--- config.mk ---
export PLATFORM = sky130hd
export DESIGN_NAME = decoder_r32i
export DESIGN_NICKNAME = d
export VERILOG_FILES = /design/src/rtl/r32i_pkg.sv /design/src/rtl/decoder_r32i_comb.sv /design/src/rtl/decoder_r32i.sv
export SDC_FILE = /design/constraint.sdc
export NUM_CORES = 1
export LEC_CHECK = 0
export ABC_AREA = 1
export CAP_MARGIN = 20
export CORE_MARGIN = 2
export CORE_UTILIZATION = 45
export DETAILED_ROUTE_END_ITERATION = 8
export PLACE_DENSITY = 0.74
export SLEW_MARGIN = 30
export SYNTH_ARGS = -nofsm -noshare
export SYNTH_HDL_FRONTEND = slang
export SYNTH_SLANG_ARGS = --single-unit
--- constraint.sdc ---
create_clock -name clock -period 1.75 [get_ports clock]
set_input_delay 0.35 -clock clock [delete_from_list [all_inputs] [get_ports clock]]
set_output_delay 0.35 -clock clock [all_outputs]
set_load 0.02 [all_outputs]
--- src/rtl/r32i_pkg.sv ---
// Shared definitions for the RV32I decode stage: ALU operation codes,
// major opcodes, and the decoded bundle that travels from decode to execute.
// No ports; imported by decoder_r32i and decoder_r32i_comb.
package r32i_pkg;

  localparam int DATA_W = 32;
  localparam int REG_W  = 5;

  // ALU operation codes (SUB is the new member of the set)
  localparam logic [3:0] ALU_ADD  = 4'd0;
  localparam logic [3:0] ALU_SLT  = 4'd1;
  localparam logic [3:0] ALU_SLTU = 4'd2;
  localparam logic [3:0] ALU_AND  = 4'd3;
  localparam logic [3:0] ALU_OR   = 4'd4;
  localparam logic [3:0] ALU_XOR  = 4'd5;
  localparam logic [3:0] ALU_SSL  = 4'd6;
  localparam logic [3:0] ALU_SSR  = 4'd7;
  localparam logic [3:0] ALU_SRA  = 4'd8;
  localparam logic [3:0] ALU_CPY  = 4'd9;
  localparam logic [3:0] ALU_SUB  = 4'd10;

  // Major opcodes
  localparam logic [6:0] OPC_OP     = 7'b0110011;
  localparam logic [6:0] OPC_OPIMM  = 7'b0010011;
  localparam logic [6:0] OPC_LUI    = 7'b0110111;
  localparam logic [6:0] OPC_AUIPC  = 7'b0010111;
  localparam logic [6:0] OPC_LOAD   = 7'b0000011;
  localparam logic [6:0] OPC_STORE  = 7'b0100011;

  localparam logic [6:0] F7_ZERO = 7'b0000000;
  localparam logic [6:0] F7_ALT  = 7'b0100000;

  typedef struct packed {
    logic [3:0]        alucode;
    logic [REG_W-1:0]  rd;
    logic [REG_W-1:0]  rs1;
    logic [REG_W-1:0]  rs2;
    logic [DATA_W-1:0] imm;
    logic              a_pc;
    logic              b_imm;
    logic              wb_en;
    logic              mem_rd;
    logic              mem_wr;
    logic              illegal;
    logic [DATA_W-1:0] pc;
  } dec_bundle_t;

  // funct3 -> ALU code for the base (funct7 = 0) OP / OP-IMM encodings
  function automatic logic [3:0] f3_alu(input logic [2:0] f3);
    case (f3)
      3'b000:  f3_alu = ALU_ADD;
      3'b001:  f3_alu = ALU_SSL;
      3'b010:  f3_alu = ALU_SLT;
      3'b011:  f3_alu = ALU_SLTU;
      3'b100:  f3_alu = ALU_XOR;
      3'b101:  f3_alu = ALU_SSR;
      3'b110:  f3_alu = ALU_OR;
      default: f3_alu = ALU_AND;
    endcase
  endfunction

endpackage

--- src/rtl/decoder_r32i_comb.sv ---
// Purpose: purely combinational RV32I instruction+pc -> dec_bundle_t decode.
// Latency: 0 cycles. Backpressure: none, no state.
// Ports: instr/pc in; bundle out (all payload fields of the decode stage).
module decoder_r32i_comb
  import r32i_pkg::*;
(
  input  logic [31:0]       instr,
  input  logic [DATA_W-1:0] pc,
  output dec_bundle_t       bundle
);

  logic [6:0] opcode;
  logic [2:0] f3;
  logic [6:0] f7;
  logic [4:0] rd;
  logic       legal;
  logic       wb;

  assign opcode = instr[6:0];
  assign rd     = instr[11:7];
  assign f3     = instr[14:12];
  assign f7     = instr[31:25];

  always_comb begin
    bundle         = '0;
    bundle.rd      = rd;
    bundle.rs1     = instr[19:15];
    bundle.rs2     = instr[24:20];
    bundle.pc      = pc;
    bundle.alucode = ALU_ADD;
    legal          = 1'b1;
    wb             = 1'b0;

    case (opcode)
      OPC_OP: begin
        wb = 1'b1;
        if (f7 == F7_ZERO)                    bundle.alucode = f3_alu(f3);
        else if (f7 == F7_ALT && f3 == 3'b000) bundle.alucode = ALU_SUB;
        else if (f7 == F7_ALT && f3 == 3'b101) bundle.alucode = ALU_SRA;
        else                                   legal = 1'b0;
      end
      OPC_OPIMM: begin
        wb             = 1'b1;
        bundle.b_imm   = 1'b1;
        bundle.alucode = f3_alu(f3);
        bundle.imm     = {{20{instr[31]}}, instr[31:20]};
        // Shifts carry a 5-bit shamt in the immediate slot; upper bits are funct7.
        if (f3 == 3'b001) begin
          bundle.imm = {27'd0, instr[24:20]};
          if (f7 != F7_ZERO) legal = 1'b0;
        end else if (f3 == 3'b101) begin
          bundle.imm = {27'd0, instr[24:20]};
          if (f7 == F7_ZERO)     bundle.alucode = ALU_SSR;
          else if (f7 == F7_ALT) bundle.alucode = ALU_SRA;
          else                   legal = 1'b0;
        end
      end
      OPC_LUI: begin
        wb             = 1'b1;
        bundle.alucode = ALU_CPY;
        bundle.b_imm   = 1'b1;
        bundle.imm     = {instr[31:12], 12'd0};
      end
      OPC_AUIPC: begin
        wb           = 1'b1;
        bundle.a_pc  = 1'b1;
        bundle.b_imm = 1'b1;
        bundle.imm   = {instr[31:12], 12'd0};
      end
      OPC_LOAD: begin
        wb            = 1'b1;
        bundle.b_imm  = 1'b1;
        bundle.mem_rd = 1'b1;
        bundle.imm    = {{20{instr[31]}}, instr[31:20]};
        if (f3 == 3'b011 || f3 == 3'b110 || f3 == 3'b111) legal = 1'b0;
      end
      OPC_STORE: begin
        bundle.b_imm  = 1'b1;
        bundle.mem_wr = 1'b1;
        bundle.imm    = {{20{instr[31]}}, instr[31:25], instr[11:7]};
        if (f3[2] || f3 == 3'b011) legal = 1'b0;
      end
      default: legal = 1'b0;
    endcase

    if (!legal) begin
      bundle.alucode = ALU_ADD;
      bundle.mem_rd  = 1'b0;
      bundle.mem_wr  = 1'b0;
      bundle.illegal = 1'b1;
    end
    // x0 is never written, so suppress writeback there.
    bundle.wb_en = wb && legal && (rd != 5'd0);
  end

endmodule

--- src/rtl/decoder_r32i.sv ---
// Purpose: RV32I decode stage with valid/ready on both sides (optional macro DECODER_ILLEGAL_CNT_EN adds illegal_cnt).
// Latency: 1 cycle from input accept to out_valid.
// Backpressure: output register + skid slot; in_ready is registered (= !skid_valid), never combinational from out_ready.
// Ports: clock/reset (sync, active-high), flush, in_* handshake+instr+pc, out_* handshake+decoded payload.
module decoder_r32i
  import r32i_pkg::*;
#(
  parameter int dataW = 32,
  parameter int regW  = 5
) (
  input  logic             clock,
  input  logic             reset,
  input  logic             flush,
  input  logic             in_valid,
  output logic             in_ready,
  input  logic [31:0]      in_instr,
  input  logic [dataW-1:0] in_pc,
  output logic             out_valid,
  input  logic             out_ready,
  output logic [3:0]       out_alucode,
  output logic [regW-1:0]  out_rd,
  output logic [regW-1:0]  out_rs1,
  output logic [regW-1:0]  out_rs2,
  output logic [dataW-1:0] out_imm,
  output logic             out_a_pc,
  output logic             out_b_imm,
  output logic             out_wb_en,
  output logic             out_mem_rd,
  output logic             out_mem_wr,
  output logic             out_illegal,
`ifdef DECODER_ILLEGAL_CNT_EN
  output logic [15:0]      illegal_cnt,
`endif
  output logic [dataW-1:0] out_pc
);

  dec_bundle_t dec;
  dec_bundle_t out_q;
  dec_bundle_t skid_q;
  logic        skid_valid;
  logic        acc;
  logic        xfer;
  logic        out_free;

  decoder_r32i_comb u_comb (
    .instr  (in_instr),
    .pc     (in_pc),
    .bundle (dec)
  );

  assign acc      = in_valid && in_ready;
  assign xfer     = out_valid && out_ready;
  assign out_free = !out_valid || xfer;

  always_ff @(posedge clock) begin
    if (reset) begin
      out_q      <= '0;
      skid_q     <= '0;
      out_valid  <= 1'b0;
      skid_valid <= 1'b0;
      in_ready   <= 1'b1;
    end else if (flush) begin
      // Flush wins over a same-cycle accept; that instruction is dropped.
      out_valid  <= 1'b0;
      skid_valid <= 1'b0;
      in_ready   <= 1'b1;
    end else if (out_free) begin
      if (skid_valid) begin
        // in_ready is 0 while the skid is occupied, so no accept competes here.
        out_q      <= skid_q;
        out_valid  <= 1'b1;
        skid_valid <= 1'b0;
        in_ready   <= 1'b1;
      end else if (acc) begin
        out_q     <= dec;
        out_valid <= 1'b1;
      end else begin
        out_valid <= 1'b0;
      end
    end else if (acc) begin
      skid_q     <= dec;
      skid_valid <= 1'b1;
      in_ready   <= 1'b0;
    end
  end

`ifdef DECODER_ILLEGAL_CNT_EN
  // Counted at input accept, so flushed illegal bundles are included.
  always_ff @(posedge clock) begin
    if (reset) begin
      illegal_cnt <= 16'd0;
    end else if (acc && dec.illegal && illegal_cnt != 16'hFFFF) begin
      illegal_cnt <= illegal_cnt + 16'd1;
    end
  end
`endif

  assign out_alucode = out_q.alucode;
  assign out_rd      = out_q.rd;
  assign out_rs1     = out_q.rs1;
  assign out_rs2     = out_q.rs2;
  assign out_imm     = out_q.imm;
  assign out_a_pc    = out_q.a_pc;
  assign out_b_imm   = out_q.b_imm;
  assign out_wb_en   = out_q.wb_en;
  assign out_mem_rd  = out_q.mem_rd;
  assign out_mem_wr  = out_q.mem_wr;
  assign out_illegal = out_q.illegal;
  assign out_pc      = out_q.pc;

endmodule

==> results.ini, run 1 <==
[hold_path]
hold_depth = 2
hold_end = out_rs2[1]$_SDFFE_PP0P_
hold_path_startpoint = skid_q[71]$_SDFFE_PP0P_
min_path_type = flop to flop

[yosys]
yosysUniqueCellTypes = 31
avgSynthCellArea_um2 = 7.31
synthTopCellsByArea = dfxtp_1 46%, o21ai_0 10%, nand2_1 8.1%
synth-seq-area-share_pct = 46.0
ys.flop_type = dfxtp_1
syn_area_mm2 = 0.00788
ys_warn_count = 0
yosysTopAreaCell = dfxtp_1
synthArstFlopShare_pct = 0
synth_top_cells_by_count = 181 x dfxtp_1, 170 x nand2_1, 160 x o21ai_0, 153 x nor2_1, 97 x a21oi_1
synth_top_area_share_pct = 46.0
syn-num-nets = 1147
synth-seq-cells = 181
synth_edf_count = 0
syn_inst = 1078
post-synth-top-count-cell = dfxtp_1

[clock_tree]
clock_path_buffers = 2
cts_tree = built
cts_hold_buf = 0
clock_sinks = 181
cts_root_buf = clkbuf_16
path_clk_slew_ns = 0.07
numCtsBuffers = 17
clock_latency_ns = 0.43
h-tree-depth = 4

[sta]
fin_skew_ns = 0.00539
max_freq_mhz = 585
timing.setup.tns_ns = 0
worst_pin_slew_ns = 0.434
hold_ws_ns = 0.473
finalSetupViolations = 0
period_needed_ns = 1.71
hold_viol = 0
max_slew_margin_pct = 71.1
drv_slew = 0
min_period_over_period_pct = 97.8

[critical_path]
slowest_stage = clkdlybuf4s50_1
worstPathArrival_ns = 1.36
cp-start-kind = flop
worstReg2RegStart = out_valid$_SDFFE_PP0P_
required_ns = 1.40
path_delay_family = buffers and inverters
worst-path-stages = 1
worstSetupEndpointType = output port
worstReg2RegEnd = skid_q[67]$_SDFFE_PP0P_
crit_buf_inv = 1
cpPeakStageDelay_ns = 0.61
path_class = flop to output port
reg2reg_depth = 12
critPathMaxFanout = 2
path_cells = clkdlybuf4s50_1
r2r_setup_slack_ns = 0.13

[floorplanning]
core_mm2 = 0.0172
boundaryPins = 160
die_x_um = 136
dieArea_mm2 = 0.0186
start_util_pct = 45.9
rows = 48
die_h_um = 136

[global_routing]
overflow = 0
antenna_found_initial = 1
grt_pass1_wl_mm = 36.7
grt_max_degree = 74
grt_pass1_vias = 7321
grt_use_total_pct = 24.9

[route]
drc = 0
postRouteWirelength_mm = 23.4
drt_iter0_markers = 587
drt-pass1-iter-count = 5
via_per_inst = 5.28
drt.antenna.violating_nets = 0
vias = 7910
wl_per_cell_um = 15.6

[finish]
syn_to_final_growth_pct = 39.2
nNetsFinal = 1328
diodes = 0
num-fill-cells = 1489
drive_gt1_share_pct = 14.2

[power_and_ir_drop]
p_per_area_mw_per_mm2 = 862
p_leak_nw = 5.51
peakVddDrop_v = 0.000683

[placement]
gp_congestion = 0.880
dp_hpwl_mm = 15.4
portBuffers = 159

[run_status]
status = completed

[job]
max-cap-violations = 0

[timing repair]
item | CTS | global route
endpoints found under the hold margin | 0 | 0
buffers inserted | 0 | 2
endpoints found under the setup margin | 66 | 62
gates resized for setup | 28 | 50
cloned | 1 | 1
pin swaps | 1 | 2
[worst reg2reg max path, cell delays in order, from the launching register on]
cell and delay, ns:
dfxtp_1 0.33, inv_1 0.05, nor2_2 0.16, inv_2 0.06
nor2_2 0.11, inv_2 0.05, nor2_4 0.09, buf_6 0.17
clkbuf_16 0.20, nor2_1 0.06, nor2_1 0.14, o21ai_1 0.11
inv_1 0.06
[flip-flops by register name, summed over array words and instances, names as in the netlist]
signal       flops
out_valid        1
out_rs2          5
out_rd           5
out_b_imm        1
out_imm         32
skid_q          89
out_wb_en        1
out_alucode      4
out_rs1          5
out_pc          32
in_ready         1
out_illegal      1
out_a_pc         1
out_mem_rd       1
skid_valid       1
out_mem_wr       1
[where the power goes]
group          switching, mW  internal [mW]  total (mW)
clock network           1.57           2.26        3.83
logic                  0.682          0.574        1.26
registers             0.0860           4.29        4.37
[how the worst max path moves through the flow]
stage,startpoint,to,slack (ns)
floorplan,out_valid$_SDFFE_PP0P_,skid_q[63]$_SDFFE_PP0P_,0.20
global placement,in_instr[4],skid_q[50]$_SDFFE_PP0P_,-0.52
detailed placement,in_instr[4],skid_q[51]$_SDFFE_PP0P_,-0.56
CTS,out_pc[24]$_SDFFE_PP0P_,out_pc[24],0.0005
global route,out_rs2[2]$_SDFFE_PP0P_,out_rs2[2],-0.001
finish,out_imm[12]$_SDFFE_PP0P_,out_imm[12],0.04
[kinds of logic after synthesis]
family          synth area share (%)
compound gates                  25.4
simple gates                    20.2
flops                           46.0
buf+inv                         8.32
[cell usage in the layout (no fill, tap or decap), types with 44 or more instances in the layout]
cell and count:
dfxtp_1 180, nor2_1 153, nand2_1 170, buf_4 62, inv_1 70, o21ai_0 158
a21oi_1 97, dlymetal6s2s_1 44, clkdlybuf4s50_1 88, a31oi_1 48
[layout make-up]
type                    count  area (um2)  share of cell area (%)
inverters                  81         305                    2.78
multi-input cells         737        3630                    33.1
well taps                 225         282                    2.57
clock inverters             6        92.6                   0.844
repair buffers            241        2530                    23.1
clock buffers              26         499                    4.55
flip-flops and latches    181        3630                    33.1
[layer usage]
| metal | routed length (um) | vias up | part of all wire, % | GRT usage (%) |
|---|---|---|---|---|
| met2 | 10900 | 286 | 46 | 39.9 |
| li1 | - | 3930 | - | - |
| met4 | 435 | 2 | 1.9 | 8.28 |
| met5 | 11 | - | 0.047 | 0 |
| met3 | 1800 | 32 | 7.7 | 6.34 |
| met1 | 10300 | 3660 | 44 | 32.6 |
[metrics by stage]
step,power [mW],setup WS [ns],utilization [%],instances,area (um2)
5_1_grt,9.80,-0.00141,63.9,1497,11000
2_1_floorplan,5.04,0.196,-,1078,7880
6_report,9.46,0.0392,63.9,1497,11000
3_3_place_gp,5.73,-0.522,59.5,1461,10200
3_5_place_dp,5.75,-0.565,59.5,1461,10200
4_1_cts,9.52,0.000506,62.8,1494,10800
(Power assumes the default switching activity.)
==> run 2: changes to the inputs <==
- SETUP_SLACK_MARGIN: default -> 0.1
==> run 2 against run 1 <==
  * Clock power barely moved
  * Cell count rose by 0.60%
  * Sequential power barely moved
  * Total power fell by 0.31%
  * Critical endpoint is now out_imm[4]
==> results.ini, run 2 (same netlist as run 1, synthesis figures left out) <==
[run_status]
status = completed

[finish]
layout_common_cells = 180 x dfxtp_1, 167 x nand2_1, 150 x o21ai_0, 146 x nor2_1, 93 x a21oi_1
largest_reg_flops = 89  ; unchanged
drive_gt1_share_pct = 16.0  ; +1.9 points
nNetsFinal = 1335  ; +0.53%
num-fill-cells = 1518  ; +1.9%
final_common_cell = dfxtp_1
syn_to_final_growth_pct = 39.2  ; about the same
fin_util_pct = 63.8  ; about the same
top_register = skid_q

[route]
postRouteWirelength_mm = 23.7  ; +1.3%
wl_per_cell_um = 15.7  ; +0.72%
vias = 8004  ; +1.2%
via_per_inst = 5.31  ; +0.58%
drc = 0  ; unchanged
drt_iter0_markers = 553  ; -5.8%
drt.antenna.violating_nets = 0  ; unchanged
drt-pass1-iter-count = 6  ; +1

[placement]
portBuffers = 159  ; unchanged
dp_hpwl_mm = 15.4  ; unchanged
gp_congestion = 0.880  ; unchanged

[floorplanning]
boundaryPins = 160  ; unchanged
die_x_um = 136  ; unchanged
die_h_um = 136  ; unchanged
dieArea_mm2 = 0.0186  ; unchanged
rows = 48  ; unchanged
start_util_pct = 45.9  ; unchanged
core_mm2 = 0.0172  ; unchanged

[clock_tree]
cts_root_buf = clkbuf_16
h-tree-depth = 4  ; unchanged
numCtsBuffers = 17  ; unchanged
clock_sinks = 181  ; unchanged
clock_path_buffers = 2  ; unchanged
cts_tree = built
path_clk_slew_ns = 0.06  ; about the same
clock_latency_ns = 0.43  ; about the same

[power_and_ir_drop]
seqPwrFrac_pct = 46.4  ; +0.2 points
combPwrFrac_pct = 12.9  ; -0.4 points
switching_share_pct = 25.0  ; +0.30 points
pwr-share-clk_pct = 40.7  ; +0.2 points
p_per_area_mw_per_mm2 = 860  ; -0.25%
p_sw_mw = 2.36  ; +0.92%
total_power_mw = 9.43  ; -0.31%
p_leak_nw = 5.21  ; -5.6%
peakVddDrop_v = 0.000688  ; +0.71%
cellInternalPower_mw = 7.07  ; -0.72%

[critical_path]
path_delay_family = flip-flops
slowest_stage = dfxtp_1
cpPeakStageDelay_ns = 0.43  ; -0.18 ns
cp-start-kind = flop
path_cells = dlygate4sd2_1
critPathMaxFanout = 2  ; unchanged
required_ns = 1.40  ; about the same
crit_buf_inv = 1  ; unchanged
worstPathArrival_ns = 1.22  ; -0.14 ns
path_class = flop to output port
worstSetupEndpointType = output port

[global_routing]
antenna_found_initial = 3  ; +2
grt_pass1_vias = 7352  ; +0.42%
grt_pass1_wl_mm = 36.9  ; +0.73%
grt_use_met3_pct = 6.41  ; +0.075 points
grt_busiest_layer = met2
grt.met2_usage_pct = 40.6  ; +0.67 points
grt_use_total_pct = 25.0  ; +0.18 points
grt_max_degree = 74  ; unchanged
overflow = 0  ; unchanged
met1_usage_pct = 32.6  ; -0.062 points

[sta]
finalSetupViolations = 0  ; unchanged
min_period_over_period_pct = 89.8  ; -7.9 points
worst_pin_slew_ns = 0.444  ; +0.0105 ns
hold_ws_ns = 0.474  ; +0.00105 ns
fin_skew_ns = 0.00529  ; -0.0000999 ns
drv_slew = 0  ; unchanged
max_slew_margin_pct = 70.4  ; -0.70 points
hold_viol = 0  ; unchanged
rsz0062_at_grt = true
period_needed_ns = 1.57  ; -0.139 ns
max_freq_mhz = 636  ; +8.8%

[hold_path]
min_path_type = flop to flop

[job]
max-cap-violations = 0  ; unchanged

-- run 2: layout make-up --
| type | count | area, um2 | share of cell area (%) |
|---|---|---|---|
| diodes | 2 | 5.00 | 0.0457 |
| clock buffers | 26 | 499 | 4.55 |
| clock inverters | 6 | 92.6 | 0.845 |
| inverters | 81 | 305 | 2.78 |
| multi-input cells | 738 | 3730 | 34.0 |
| flip-flops and latches | 181 | 3630 | 33.1 |
| well taps | 225 | 282 | 2.57 |
| repair buffers | 247 | 2420 | 22.1 |
-- run 2: path summary, 6_finish.rpt --
path / from / cells past startpoint / slack (ns) / to
setup / recovery: out_imm[4]$_SDFFE_PP0P_ / 1 / 0.18 / out_imm[4]
hold / removal: skid_q[79]$_SDFFE_PP0P_ / 2 / 0.47 / out_rs1[4]$_SDFFE_PP0P_
setup reg to reg: out_valid$_SDFFE_PP0P_ / 11 / 0.22 / skid_q[69]$_SDFFE_PP0P_
hold reg to reg: skid_q[79]$_SDFFE_PP0P_ / 2 / 0.47 / out_rs1[4]$_SDFFE_PP0P_
-- run 2: per-stage QoR --
step / TNS, ns / area (um2) / worst slack [ns] / cells
after floorplan: 0 / 7880 / 0.196 / 1078
after global placement: -40.84 / 10200 / -0.522 / 1461
after detailed placement: -44.69 / 10200 / -0.565 / 1461
after CTS: 0 / 10800 / 0.101 / 1496
after global routing: 0 / 11000 / 0.0664 / 1505
final: 0 / 11000 / 0.178 / 1506
-- run 2: power groups by stage --
stage	clock (mW)	combinational [mW]	sequential, mW
6_report	3.84	1.22	4.37
5_1_grt	4.06	1.32	4.39
4_1_cts	3.88	1.20	4.37
3_5_place_dp	0	1.28	4.46
3_3_place_gp	0	1.27	4.46
2_1_floorplan	0	0.421	4.62
-- run 2: repair_timing --
item / 4_1_cts / 5_1_grt
buffers inserted: 2 / 5
cloned: 1 / 3
gates resized for setup: 96 / 43
pin swaps: 1 / 11
hold buffers: 0 / 0
endpoints found under the setup margin: 139 / 84
-- run 2: routing by layer --
layer  part of all wire [%]  up-vias
met5                  0.046        -
met4                    2.1        2
met3                    7.8       34
met2                     46      299
met1                     44     3721
li1                       -     3948
